<file path="src/rtl/alu_status_unit_if.sv">
// ALU status / exception bundle between the ALU commit stage, the status unit
// and the CPU controller.
interface alu_status_unit_if #(
  parameter int COUNT_W = 8
);
  logic               status_valid;
  logic [7:0]         status_in;
  logic [3:0]         alu_control;
  logic               mem_access;
  logic [31:0]        pc_in;
  logic               exc_ack;
  logic               clear_sticky;
  logic [7:0]         flags_q;
  logic [7:0]         sticky;
  logic               exc_req;
  logic [3:0]         exc_cause;
  logic [31:0]        epc;
  logic               exc_missed;
  logic [COUNT_W-1:0] exc_count;

  modport master (
    output status_valid, status_in, alu_control, mem_access, pc_in,
           exc_ack, clear_sticky,
    input  flags_q, sticky, exc_req, exc_cause, epc, exc_missed, exc_count
  );

  modport slave (
    input  status_valid, status_in, alu_control, mem_access, pc_in,
           exc_ack, clear_sticky,
    output flags_q, sticky, exc_req, exc_cause, epc, exc_missed, exc_count
  );
endinterface

</file>
<file path="src/rtl/alu_status_unit.sv">
// Registers ALU flags, accumulates sticky flags and raises a held exception
// request (cause + EPC) to the controller until it is acknowledged.
//
//   state   | meaning
//   IDLE    | no exception outstanding
//   PENDING | exc_req held, cause/epc frozen until exc_ack
module alu_status_unit #(
  parameter logic [3:0] EXC_MASK = 4'b1111,
  parameter int         COUNT_W  = 8
) (
  input  logic                clk,
  input  logic                rst,
  alu_status_unit_if.slave    bus
);

  typedef enum logic {
    IDLE    = 1'b0,
    PENDING = 1'b1
  } state_t;

  localparam logic [3:0] CTL_ADD = 4'd2;
  localparam logic [3:0] CTL_SUB = 4'd6;
  localparam logic [3:0] CTL_MUL = 4'd5;
  localparam logic [3:0] CTL_DIV = 4'd4;

  state_t             r_state;
  logic [7:0]         r_flags;
  logic [7:0]         r_sticky;
  logic               r_exc_req;
  logic [3:0]         r_exc_cause;
  logic [31:0]        r_epc;
  logic               r_exc_missed;
  logic [COUNT_W-1:0] r_exc_count;

  logic       w_div0;
  logic       w_mis;
  logic       w_movf;
  logic       w_carry;
  logic       w_event;
  logic [3:0] w_cause;

  always_comb begin
    w_div0  = bus.status_valid & bus.status_in[2] & (bus.alu_control == CTL_DIV)
              & EXC_MASK[0];
    w_mis   = bus.status_valid & bus.status_in[3] & (bus.alu_control == CTL_ADD)
              & bus.mem_access & EXC_MASK[1];
    w_movf  = bus.status_valid & bus.status_in[6] & (bus.alu_control == CTL_MUL)
              & EXC_MASK[2];
    w_carry = bus.status_valid & bus.status_in[5]
              & ((bus.alu_control == CTL_ADD) | (bus.alu_control == CTL_SUB))
              & ~bus.mem_access & EXC_MASK[3];
    w_event = w_div0 | w_mis | w_movf | w_carry;
    w_cause = 4'd0;
    if (w_div0)       w_cause = 4'd1;
    else if (w_mis)   w_cause = 4'd2;
    else if (w_movf)  w_cause = 4'd3;
    else if (w_carry) w_cause = 4'd4;
  end

  always_ff @(posedge clk) begin
    if (rst) begin
      r_state      <= IDLE;
      r_flags      <= 8'h00;
      r_sticky     <= 8'h00;
      r_exc_req    <= 1'b0;
      r_exc_cause  <= 4'd0;
      r_epc        <= 32'h0;
      r_exc_missed <= 1'b0;
      r_exc_count  <= '0;
    end else begin
      if (bus.status_valid) begin
        r_flags  <= bus.status_in;
        r_sticky <= (bus.clear_sticky ? 8'h00 : r_sticky) | bus.status_in;
      end else if (bus.clear_sticky) begin
        r_sticky <= 8'h00;
      end

      case (r_state)
        IDLE: begin
          if (w_event) begin
            r_state     <= PENDING;
            r_exc_req   <= 1'b1;
            r_exc_cause <= w_cause;
            r_epc       <= bus.pc_in;
            if (r_exc_count != '1) r_exc_count <= r_exc_count + COUNT_W'(1);
          end
        end
        PENDING: begin
          if (bus.exc_ack) begin
            // an event in the ack cycle is taken back-to-back
            if (w_event) begin
              r_exc_cause <= w_cause;
              r_epc       <= bus.pc_in;
              if (r_exc_count != '1) r_exc_count <= r_exc_count + COUNT_W'(1);
            end else begin
              r_state     <= IDLE;
              r_exc_req   <= 1'b0;
              r_exc_cause <= 4'd0;
            end
          end else if (w_event) begin
            r_exc_missed <= 1'b1;
          end
        end
        default: r_state <= IDLE;
      endcase
    end
  end

  assign bus.flags_q    = r_flags;
  assign bus.sticky     = r_sticky;
  assign bus.exc_req    = r_exc_req;
  assign bus.exc_cause  = r_exc_cause;
  assign bus.epc        = r_epc;
  assign bus.exc_missed = r_exc_missed;
  assign bus.exc_count  = r_exc_count;

endmodule

</file>
<file path="src/flat_wrapper.sv">
// flat-port wrapper written by rule: the top's interface ports become plain ports
module alu_status_unit_flat 
#(
  parameter logic [3:0] EXC_MASK = 4'b1111,
  parameter int         COUNT_W  = 8
)
  (clk, rst, bus_status_valid, bus_status_in, bus_alu_control, bus_mem_access, bus_pc_in, bus_exc_ack, bus_clear_sticky, bus_flags_q, bus_sticky, bus_exc_req, bus_exc_cause, bus_epc, bus_exc_missed, bus_exc_count);
  alu_status_unit_if #(.COUNT_W(COUNT_W)) bus_i ();
  input  logic clk;
  input  logic rst;
  input wire logic [$bits(bus_i.status_valid)-1:0] bus_status_valid;
  input wire logic [$bits(bus_i.status_in)-1:0] bus_status_in;
  input wire logic [$bits(bus_i.alu_control)-1:0] bus_alu_control;
  input wire logic [$bits(bus_i.mem_access)-1:0] bus_mem_access;
  input wire logic [$bits(bus_i.pc_in)-1:0] bus_pc_in;
  input wire logic [$bits(bus_i.exc_ack)-1:0] bus_exc_ack;
  input wire logic [$bits(bus_i.clear_sticky)-1:0] bus_clear_sticky;
  output wire logic [$bits(bus_i.flags_q)-1:0] bus_flags_q;
  output wire logic [$bits(bus_i.sticky)-1:0] bus_sticky;
  output wire logic [$bits(bus_i.exc_req)-1:0] bus_exc_req;
  output wire logic [$bits(bus_i.exc_cause)-1:0] bus_exc_cause;
  output wire logic [$bits(bus_i.epc)-1:0] bus_epc;
  output wire logic [$bits(bus_i.exc_missed)-1:0] bus_exc_missed;
  output wire logic [$bits(bus_i.exc_count)-1:0] bus_exc_count;
  assign bus_i.status_valid = bus_status_valid;
  assign bus_i.status_in = bus_status_in;
  assign bus_i.alu_control = bus_alu_control;
  assign bus_i.mem_access = bus_mem_access;
  assign bus_i.pc_in = bus_pc_in;
  assign bus_i.exc_ack = bus_exc_ack;
  assign bus_i.clear_sticky = bus_clear_sticky;
  assign bus_flags_q = bus_i.flags_q;
  assign bus_sticky = bus_i.sticky;
  assign bus_exc_req = bus_i.exc_req;
  assign bus_exc_cause = bus_i.exc_cause;
  assign bus_epc = bus_i.epc;
  assign bus_exc_missed = bus_i.exc_missed;
  assign bus_exc_count = bus_i.exc_count;
  alu_status_unit #(.EXC_MASK(EXC_MASK), .COUNT_W(COUNT_W)) u_core (.clk(clk), .rst(rst), .bus(bus_i));
endmodule
</file>
<file path="config.mk">
export PLATFORM = sky130hd
export DESIGN_NAME = alu_status_unit_flat
export DESIGN_NICKNAME = d
export VERILOG_FILES = /design/src/rtl/alu_status_unit_if.sv /design/src/rtl/alu_status_unit.sv /design/src/flat_wrapper.sv
export SDC_FILE = /design/constraint.sdc
export NUM_CORES = 1
export LEC_CHECK = 0
export CORE_ASPECT_RATIO = 0.7
export CORE_MARGIN = 3
export CORE_UTILIZATION = 45
export CTS_BUF_LIST = sky130_fd_sc_hd__clkbuf_4 sky130_fd_sc_hd__clkbuf_8 sky130_fd_sc_hd__clkbuf_16
export DETAILED_ROUTE_END_ITERATION = 8
export DONT_BUFFER_PORTS = 1
export GPL_TIMING_DRIVEN = 1
export HOLD_SLACK_MARGIN = 0.03
export PLACE_DENSITY = 0.64
export SLEW_MARGIN = 20
export SYNTH_ARGS = -nofsm -noshare
export SYNTH_HDL_FRONTEND = slang
export SYNTH_SLANG_ARGS = --single-unit
</file>
<file path="constraint.sdc">
create_clock -name clk -period 4.9 [get_ports clk]
set_input_delay 0.49 -clock clk [delete_from_list [all_inputs] [get_ports clk]]
set_output_delay 0.49 -clock clk [all_outputs]
set_load 0.02 [all_outputs]
</file>
* Yosys cells after proc, flatten, opt, wreduce, memory -nomap -nowiden
Cells that the tools add are included.
W data, S select, Z words.
** Storage, ports and cells
- Register bits after elaboration :: 63
- Word-level logic and storage cells :: 62
** Cells by class
- Reduce and logical (&&, ||, !) cells :: 3
- $add $sub $neg :: 1
- Equal/unequal tests :: 8
- Multiplexer cells :: 24
- Bitwise operators :: 18
** Operators by type and width (number)
- $mux W32 :: 2
- $pmux W32 S2 :: 1
- $mux W8 :: 5
- $mux W4 :: 6
- $pmux W8 S2 :: 1
- $eq A4 B3 Y1 const B :: 3
- $and A1 B1 Y1 :: 10
- $add A8 B1 Y8 const B :: 1
- $ne A8 B8 Y1 const B :: 1
- $or A8 B8 Y8 :: 1
- $pmux W4 S2 :: 1
- $reduce_and A3 Y1 :: 2
- $mux W1 :: 5
- $eq A4 B2 Y1 const B :: 1
- $ne A2 B2 Y1 const B :: 2
- $or A1 B1 Y1 :: 4
- $pmux W1 S2 :: 2
- $mux W3 :: 1
- $not A1 Y1 :: 3
- $ne A2 B1 Y1 const B :: 1
- $reduce_and A2 Y1 :: 1

* Logic depth before layout (Yosys ltp)
Gate-level depths: netlist (run 1).
- Depth after elaboration :: 11
- Mapped depth :: 10
- Depth with buffers taken out :: 7

* Least setup slack after synthesis (run 1)
Ideal clock, no wire load.
- Kind :: input port to flip-flop
- From :: input port bus_alu_control[0]
- To :: register u_core.r_exc_count[5] (netlist: u_core.bus.exc_count[5])
- Buffers on the path :: 0
- Required time :: 4.830 ns
- Slack :: 2.686 ns
- Stages on the path :: 5
- Arrival time :: 2.143 ns
- Path through :: or3b_4 o41ai_4 o21ai_2 or4_1 a21oi_1
** Between the ends
- Longest elaborated chain between the ends :: 9
- Elaborated cells between the ends (all ways) :: 17
- Those cells by class :: eq/ne (4); mux (3); bitwise (10)
** Ends and longest elaborated chain
- start, declared :: RTL line flat_wrapper.sv:13 : input wire logic [$bits(bus_i.alu_control)-1:0] bus_alu_control;
- $eq A4 B2 Y1 :: RTL line alu_status_unit.sv:45, alu_status_unit.sv:50
- $and A1 B1 Y1 :: RTL line alu_status_unit.sv:45 : w_mis = bus.status_valid & bus.status_in[3] & (bus.alu_control == CTL_ADD)
- $and A1 B1 Y1 :: RTL line alu_status_unit.sv:46 : & bus.mem_access & EXC_MASK[1];
- $or A1 B1 Y1 (2 in series) :: RTL line alu_status_unit.sv:52 : w_event = w_div0 | w_mis | w_movf | w_carry;
- $or A1 B1 Y1 * :: RTL line alu_status_unit.sv:52
- $mux W8 *
- $mux W8
- $pmux W8 S2 *
- end signal, assigned :: RTL line alu_status_unit.sv:85 : if (r_exc_count != '1) r_exc_count <= r_exc_count + COUNT_W'(1);
- end signal, assigned :: RTL line alu_status_unit.sv:94 : if (r_exc_count != '1) r_exc_count <= r_exc_count + COUNT_W'(1);
- end, declared :: RTL line alu_status_unit.sv:33 : logic [COUNT_W-1:0] r_exc_count;
Mark *: on every way between the ends. The rest lies on a longest branch, timed or not. The select of a mux whose other input is x is not followed.
A chain may end at the register's enable or synchronous reset.

* Final worst setup path (run 1)
- From :: input port bus_alu_control[0]
- To :: register u_core.r_exc_count[7] (netlist: u_core.bus.exc_count[7])
The elaborated chain is that of the path after synthesis.

==> results.sh, run 1 <==
export IMPL_run_status="completed"
export IMPL_dpl_cell_count=334
export IMPL_netlist_top_cells_count="76 x sky130_fd_sc_hd__nand2_1, 62 x sky130_fd_sc_hd__dfxtp_1, 55 x sky130_fd_sc_hd__a21oi_1, 18 x sky130_fd_sc_hd__nand2b_1, 12 x sky130_fd_sc_hd__clkbuf_1"
export IMPL_power_per_cell_area_nw_per_um2=396
export IMPL_max_transition_margin_pct=58.1
export IMPL_pin_count_of_the_biggest_net_entering_global_routing=64
export IMPL_postSynthCellCount=282
export IMPL_final_period_minus_worst_setup_slack_ps=2150
export IMPL_max_clock_path_buffers=2
export IMPL_grt_remaining_overflow=0
export IMPL_post_cts_resized=0
export IMPL_synth_warnings=0
export IMPL_numCtsBuffers=9
export IMPL_wire_per_inst_um=14.6
export IMPL_reg2reg_setup_slack_ps=2930
export IMPL_worst_pin_slew_ps=629
export IMPL_setup_viol_count_final=0
export IMPL_post_cts_setup_buffer_count=0
export IMPL_chipWidth_um=92.3
export IMPL_setup_tns_ps=0
export IMPL_grt_pass1_vias=1700
export IMPL_placement_setup_worst_slack_ps=2050
export IMPL_gpl_final_weighted_congestion=0.710
export IMPL_rows=21
export IMPL_max_freq_mhz=464
export IMPL_worst_r2r_startpoint="u_core.bus.exc_count[0]$_SDFFE_PP0P_"
export IMPL_synth_cell_area_um2=2350
export IMPL_finalWorstSetupSlack_ps=2750
export IMPL_clock_tree_root_cell="sky130_fd_sc_hd__clkbuf_8"
export IMPL_tritoncts="done"
export IMPL_drive_gt1_share_pct=8.21
export IMPL_power_total_uw=1010
export IMPL_synth_top_family_by_area="simple AND/OR/NAND/NOR gates"
export IMPL_finalNonFillerCells=349
export IMPL_global_route_usage_total_pct=17.2
export IMPL_synthesized_area_fraction_occupied_by_xor_and_xnor_cells_pct=0.373
export IMPL_area_delta_synth_final_pct=8.96
export IMPL_clkSinkCount=62
export IMPL_worst_ir_drop_vdd_mv=0.211
export IMPL_drv_slew=0
export IMPL_design_core_area_um2=4910
export IMPL_drtIter0Drc=54
export IMPL_dr_total_vias=1837
export IMPL_critical_path_source="bus_alu_control[0]"
export IMPL_synthAdderAreaFrac_pct=0.533
export IMPL_floorplan_die_height_um=66.4
export IMPL_nNetsFinal=327
export IMPL_ys_flop_type="sky130_fd_sc_hd__dfxtp_1"
export IMPL_place_area_um2=2360
export IMPL_rsz0062_at_grt="false"
export IMPL_critical_path_endpoint_type="flop"
export IMPL_route_detailed_vias_per_inst=5.26
export IMPL_postRouteWirelength_mm=5.09
export IMPL_fp_dieArea_um2=6130
export IMPL_portBuffers=0
export IMPL_synth_mux_area_fraction_pct=1.33
export IMPL_ys_seq_elements=62
export IMPL_syn_mean_instance_area_um2=8.32
export IMPL_timing_hold_worst_class="in -> reg"
export IMPL_postSynth_asyncResetShare_pct=0
export IMPL_fin_worst_skew_ps=5.70
export IMPL_synth_top_area_cell="sky130_fd_sc_hd__dfxtp_1"
export IMPL_ys_top_cells_by_area="sky130_fd_sc_hd__dfxtp_1 53%, sky130_fd_sc_hd__nand2_1 12%, sky130_fd_sc_hd__a21oi_1 12%, sky130_fd_sc_hd__nand2b_1 4.8%, sky130_fd_sc_hd__clkbuf_1 1.9%"
export IMPL_timing_final_crit_share_pct=44.0
export IMPL_cell_with_the_most_instances_after_synthesis="sky130_fd_sc_hd__nand2_1"
export IMPL_grt_pass1_wl_mm=8.00
export IMPL_synth_nets=333
export IMPL_critPathMaxFanout=33
export IMPL_h_tree_depth=3
export IMPL_finalInstanceArea_um2=2560
export IMPL_synth_compound_area_share_pct=17.6
export IMPL_place_detailed_hpwl_mm=3.50
export IMPL_cts_hold_repair_buffers=0
export IMPL_drc_errors=0
export IMPL_worstSetupStartpointType="input port"
export IMPL_start_util_pct=47.8
export IMPL_yosysSeqAreaShare_pct=52.9
export IMPL_worstSetupPathType="in -> reg"
export IMPL_diodes=0
export IMPL_min_delay_start="rst"
export IMPL_arrival_time_of_the_worst_setup_path_ps=2410
export IMPL_timing_final_hold_violations=0
export IMPL_later_pin_clock_latency_in_the_skew_report_ps=330
export IMPL_synth_cell_type_count=32
export IMPL_ioPinCount=112
export IMPL_total_leakage_power_uw=0.000888
export IMPL_cap_violations=0
export IMPL_clkTransAtPathRegs_ps=70
export IMPL_grt_antenna_before_repair=0
export IMPL_dr_pass1_iterations=4
export IMPL_synth_enable_flop_cells=0
export IMPL_worstPathRequired_ps=5160
export IMPL_synth_simple_area_share_pct=23.3
export IMPL_routed_antenna_nets=0
export IMPL_yosysTopAreaCellShare_pct=52.9
==> critical path: stages <==
cell and delay [ps]:
sky130_fd_sc_hd__or3b_4 390, sky130_fd_sc_hd__nor3_1 230, sky130_fd_sc_hd__nand2b_1 290, sky130_fd_sc_hd__o21ai_2 70, sky130_fd_sc_hd__buf_4 260, sky130_fd_sc_hd__or4_1 530, sky130_fd_sc_hd__a21oi_1 140
==> state kept, by name, summed over array words and instances, names as in the netlist <==
name and flops:
u_core.bus.flags_q 8, u_core.bus.exc_missed 1, u_core.bus.epc 32, u_core.r_state 1
u_core.bus.sticky 8, u_core.bus.exc_cause 3, u_core.bus.exc_req 1, u_core.bus.exc_count 8
==> per-layer routing <==
metal | GRT usage [%] | share of wire (%) | vias up
li1 | - | - | 925
met1 | 19.9 | 42 | 830
met2 | 25.1 | 44 | 76
met3 | 10.9 | 12 | 6
met4 | 7.41 | 1.2 | 0
met5 | 0 | 0 | -
==> kinds of logic after synthesis <==
group / after synthesis
compound gates: 72
xor+xnor: 1
fa+ha+maj: 1
buf+inv: 21
flops: 62
mux: 3
other cells: 1
simple gates: 121
==> area by class of cell <==
| cell class | instances | area, um2 |
|---|---|---|
| Tap cell | 69 | 86.3 |
| Multi-Input combinational cell | 199 | 1020 |
| Timing Repair Buffer | 1 | 7.51 |
| Fill cell | 482 | 2360 |
| Inverter | 3 | 11.3 |
| Clock inverter | 4 | 47.5 |
| Clock buffer | 11 | 145 |
| Sequential cell | 62 | 1240 |
==> layout by cell type, fill, tap and decap left out, types with 2 or more instances in the layout <==
master,synthesis,routed
sky130_fd_sc_hd__a21oi_1,55,55
sky130_fd_sc_hd__a22oi_1,2,2
sky130_fd_sc_hd__a31oi_1,2,2
sky130_fd_sc_hd__clkbuf_8,0,10
sky130_fd_sc_hd__clkinv_2,0,2
sky130_fd_sc_hd__dfxtp_1,62,62
sky130_fd_sc_hd__inv_1,3,3
sky130_fd_sc_hd__mux2i_1,2,2
sky130_fd_sc_hd__nand2_1,76,76
sky130_fd_sc_hd__nand2b_1,18,18
sky130_fd_sc_hd__nand3_1,5,5
sky130_fd_sc_hd__nor2_1,11,11
sky130_fd_sc_hd__nor2b_1,2,2
sky130_fd_sc_hd__o21ai_0,4,4
sky130_fd_sc_hd__o21ai_2,2,2
sky130_fd_sc_hd__o31ai_1,3,3
sky130_fd_sc_hd__or3_1,2,2
sky130_fd_sc_hd__or4_1,2,2
==> stage by stage <==
step	hold slack, ps	util [%]
floorplan	522	-
global placement	538	48.1
detailed placement	544	48.1
CTS	201	52.0
global route	190	52.0
finish	223	52.0
==> path summary, 6_finish.rpt <==
kind / end / cells past startpoint
worst max register to register: u_core.bus.exc_count[5]$_SDFFE_PP0P_ / 7
worst max-delay path: u_core.bus.exc_count[7]$_SDFFE_PP0P_ / 7
worst min-delay path: u_core.bus.exc_count[1]$_SDFFE_PP0P_ / 1
worst min register to register: u_core.bus.epc[7]$_SDFFE_PP0P_ / 2
==> where the power goes <==
part	switching (uW)	total [uW]	internal, uW	leakage [uW]
combinational	18.7	33.3	14.7	0.000286
clock	182	432	250	0.0000986
sequential	27.8	547	519	0.000504
No activity file was read; power rests on OpenSTA's default activity.
==> inputs of run 2 (changes only) <==
--- a/config.mk
+++ b/config.mk
@@ -13,7 +13,7 @@
 export DONT_BUFFER_PORTS = 1
 export GPL_TIMING_DRIVEN = 1
 export HOLD_SLACK_MARGIN = 0.03
-export PLACE_DENSITY = 0.64
+export PLACE_DENSITY = 0.66
 export SLEW_MARGIN = 20
 export SYNTH_ARGS = -nofsm -noshare
 export SYNTH_HDL_FRONTEND = slang
==> constraint.sdc (replaced) <==
create_clock -name clk -period 1.9 [get_ports clk]
set_input_delay 0.19 -clock clk [delete_from_list [all_inputs] [get_ports clk]]
set_output_delay 0.19 -clock clk [all_outputs]
set_load 0.02 [all_outputs]
==> run 2 against run 1 <==
Compared with the run above: cell count increased by 15%; via count increased by 11%; die area unchanged; largest cell class unchanged; register-to-register slack got worse by 2800 ps; combinational power increased to 5.9 times the previous value; sequential cell count unchanged; clock power increased to 2.9 times the previous value; critical path depth unchanged; power increased to 2.8 times the previous value.
==> results.sh, run 2 (synthesized netlist as in run 1, its figures left out) <==
export IMPL_run_status="completed"
export IMPL_gpl_final_weighted_congestion=0.731
export IMPL_critical_path_endpoint_type="flop"
export IMPL_clock_tree_root_cell="sky130_fd_sc_hd__clkbuf_8"
export IMPL_portBuffers=0
export IMPL_critical_path_top_delay_family="simple AND/OR/NAND/NOR gates"
export IMPL_h_tree_depth=3
export IMPL_clkTransAtPathRegs_ps=70
export IMPL_diodes=0
export IMPL_route_detailed_vias_per_inst=5.08
export IMPL_start_util_pct=47.8
export IMPL_max_freq_mhz=577
export IMPL_arrival_time_of_the_worst_setup_path_ps=1990
export IMPL_critical_path_n_buffers_inverters=0
export IMPL_total_leakage_power_uw=0.00115
export IMPL_max_clock_path_buffers=2
export IMPL_drc_errors=0
export IMPL_post_cts_setup_buffer_count=0
export IMPL_area_delta_synth_final_pct=32.7
export IMPL_wire_per_inst_um=14.7
export IMPL_rsz0062_at_grt="false"
export IMPL_layout_cells_most_common_list="76 x sky130_fd_sc_hd__nand2_1, 62 x sky130_fd_sc_hd__dfxtp_1, 55 x sky130_fd_sc_hd__a21oi_1"
export IMPL_routedLengthMet1_mm=2.50
export IMPL_final_period_minus_worst_setup_slack_ps=1730
export IMPL_drv_slew=0
export IMPL_grt_remaining_overflow=0
export IMPL_filler_cell_count_in_the_final_layout=422
export IMPL_ioPinCount=112
export IMPL_timing_critical_path_cells="ha_1 > nand2_1 > nor2_1 > a31oi_1 > o21ai_2 > or4_1 > a21oi_1"
export IMPL_place_detailed_hpwl_mm=3.69
export IMPL_finalWorstSetupSlack_ps=168
export IMPL_later_pin_clock_latency_in_the_skew_report_ps=330
export IMPL_worstSetupStartpointType="flop"
export IMPL_setup_viol_count_final=0
export IMPL_commonest_non_fill_non_tap_cell_in_the_layout="sky130_fd_sc_hd__nand2_1"
export IMPL_routed_antenna_nets=0
export IMPL_seqCellArea_um2=1240
export IMPL_timing_final_hold_violations=0
export IMPL_design_core_area_um2=4910
export IMPL_nNetsFinal=380
export IMPL_tritoncts="done"
export IMPL_met3RoutedLength_um=721
export IMPL_rows=21
export IMPL_dr_total_vias=2044
export IMPL_numCtsBuffers=9
export IMPL_setup_tns_ps=0
export IMPL_slowest_delay_ps=490
export IMPL_top_sig_layer="met4"
export IMPL_placement_setup_worst_slack_ps=-65.4
export IMPL_library_cell_contributing_the_largest_single_delay_on_the_critical_path="sky130_fd_sc_hd__or4_1"
export IMPL_postRouteWirelength_mm=5.89
export IMPL_worstPathRequired_ps=2160
export IMPL_drive_gt1_share_pct=10.5
export IMPL_grt_pass1_vias=1883
export IMPL_fin_worst_skew_ps=5.10
export IMPL_chipWidth_um=92.3
export IMPL_cap_violations=0
export IMPL_global_route_usage_total_pct=19.5
export IMPL_dr_pass1_iterations=4
export IMPL_critPathMaxFanout=8
export IMPL_largest_register_ffs=32
export IMPL_floorplan_die_height_um=66.4
export IMPL_power_per_cell_area_nw_per_um2=922
export IMPL_dr_wl_met2_mm=2.64
export IMPL_fp_dieArea_um2=6130
export IMPL_grt_antenna_before_repair=0
export IMPL_timing_hold_worst_class="in -> reg"
export IMPL_worstSetupPathType="reg -> reg"
export IMPL_pin_count_of_the_biggest_net_entering_global_routing=62
export IMPL_drtIter0Drc=108
export IMPL_clkSinkCount=62
export IMPL_multi_input_comb_area_um2=1020
export IMPL_timing_final_crit_share_pct=91.1
export IMPL_grt_pass1_wl_mm=9.14
export IMPL_worst_ir_drop_vdd_mv=0.466
==> run 2: path summary, 6_finish.rpt <==
path / startpoint / end / slack [ps] / cells after the start
hold / removal: bus_clear_sticky / u_core.bus.sticky[3]$_SDFF_PP0_ / 50 / 2
setup reg to reg: u_core.bus.exc_count[0]$_SDFFE_PP0P_ / u_core.bus.exc_count[5]$_SDFFE_PP0P_ / 170 / 7
setup / recovery: u_core.bus.exc_count[0]$_SDFFE_PP0P_ / u_core.bus.exc_count[5]$_SDFFE_PP0P_ / 170 / 7
hold reg to reg: u_core.bus.exc_missed$_SDFFE_PP0P_ / u_core.bus.exc_missed$_SDFFE_PP0P_ / 560 / 2
==> run 2: routing by layer <==
metal	global-route usage [%]	up-vias
li1	-	1032
met1	22.0	924
met2	30.7	86
met3	11.8	2
met4	6.67	0
met5	0	-
==> run 2: layout make-up <==
class / count / area share, %
flip-flops and latches: 62 / 39.8
inverters: 3 / 0.361
well taps: 69 / 2.77
clock inverters: 4 / 2.25
repair buffers: 54 / 17.3
multi-input cells: 199 / 32.7
clock buffers: 11 / 4.86
==> run 2: worst reg2reg max path, delay by kind of cell (launching register included) <==
kind / cells / cell delay (ps)
compound gates: 3 / 500
fa+ha+maj: 1 / 220
flops: 1 / 310
simple gates: 3 / 640
==> run 2: where the power goes <==
part | total, uW | internal [uW] | switching (uW)
registers | 1410 | 1340 | 70.2
logic | 195 | 105 | 90.2
clock network | 1270 | 798 | 472
total | 2870 | 2240 | 632
==> run 2: stage by stage <==
| step | instance area, um2 | power [uW] | util (%) | hold slack [ps] | std cells |
|---|---|---|---|---|---|
| 4_1_cts | 3120 | 2910 | 63.4 | 31.7 | 402 |
| 3_5_place_dp | 2470 | 1540 | 50.2 | 266 | 346 |
| 2_1_floorplan | 2350 | 1530 | - | 326 | 282 |
| 3_3_place_gp | 2470 | 1530 | 50.2 | 264 | 346 |
| 6_report | 3120 | 2870 | 63.4 | 46.7 | 402 |
| 5_1_grt | 3120 | 2990 | 63.4 | 31.3 | 402 |
==> run 2: what timing repair did <==
action	CTS	global route
hold buffers	41	0
endpoints found under the hold margin	61	0
setup endpoints to repair	0	0
resized for setup	0	0
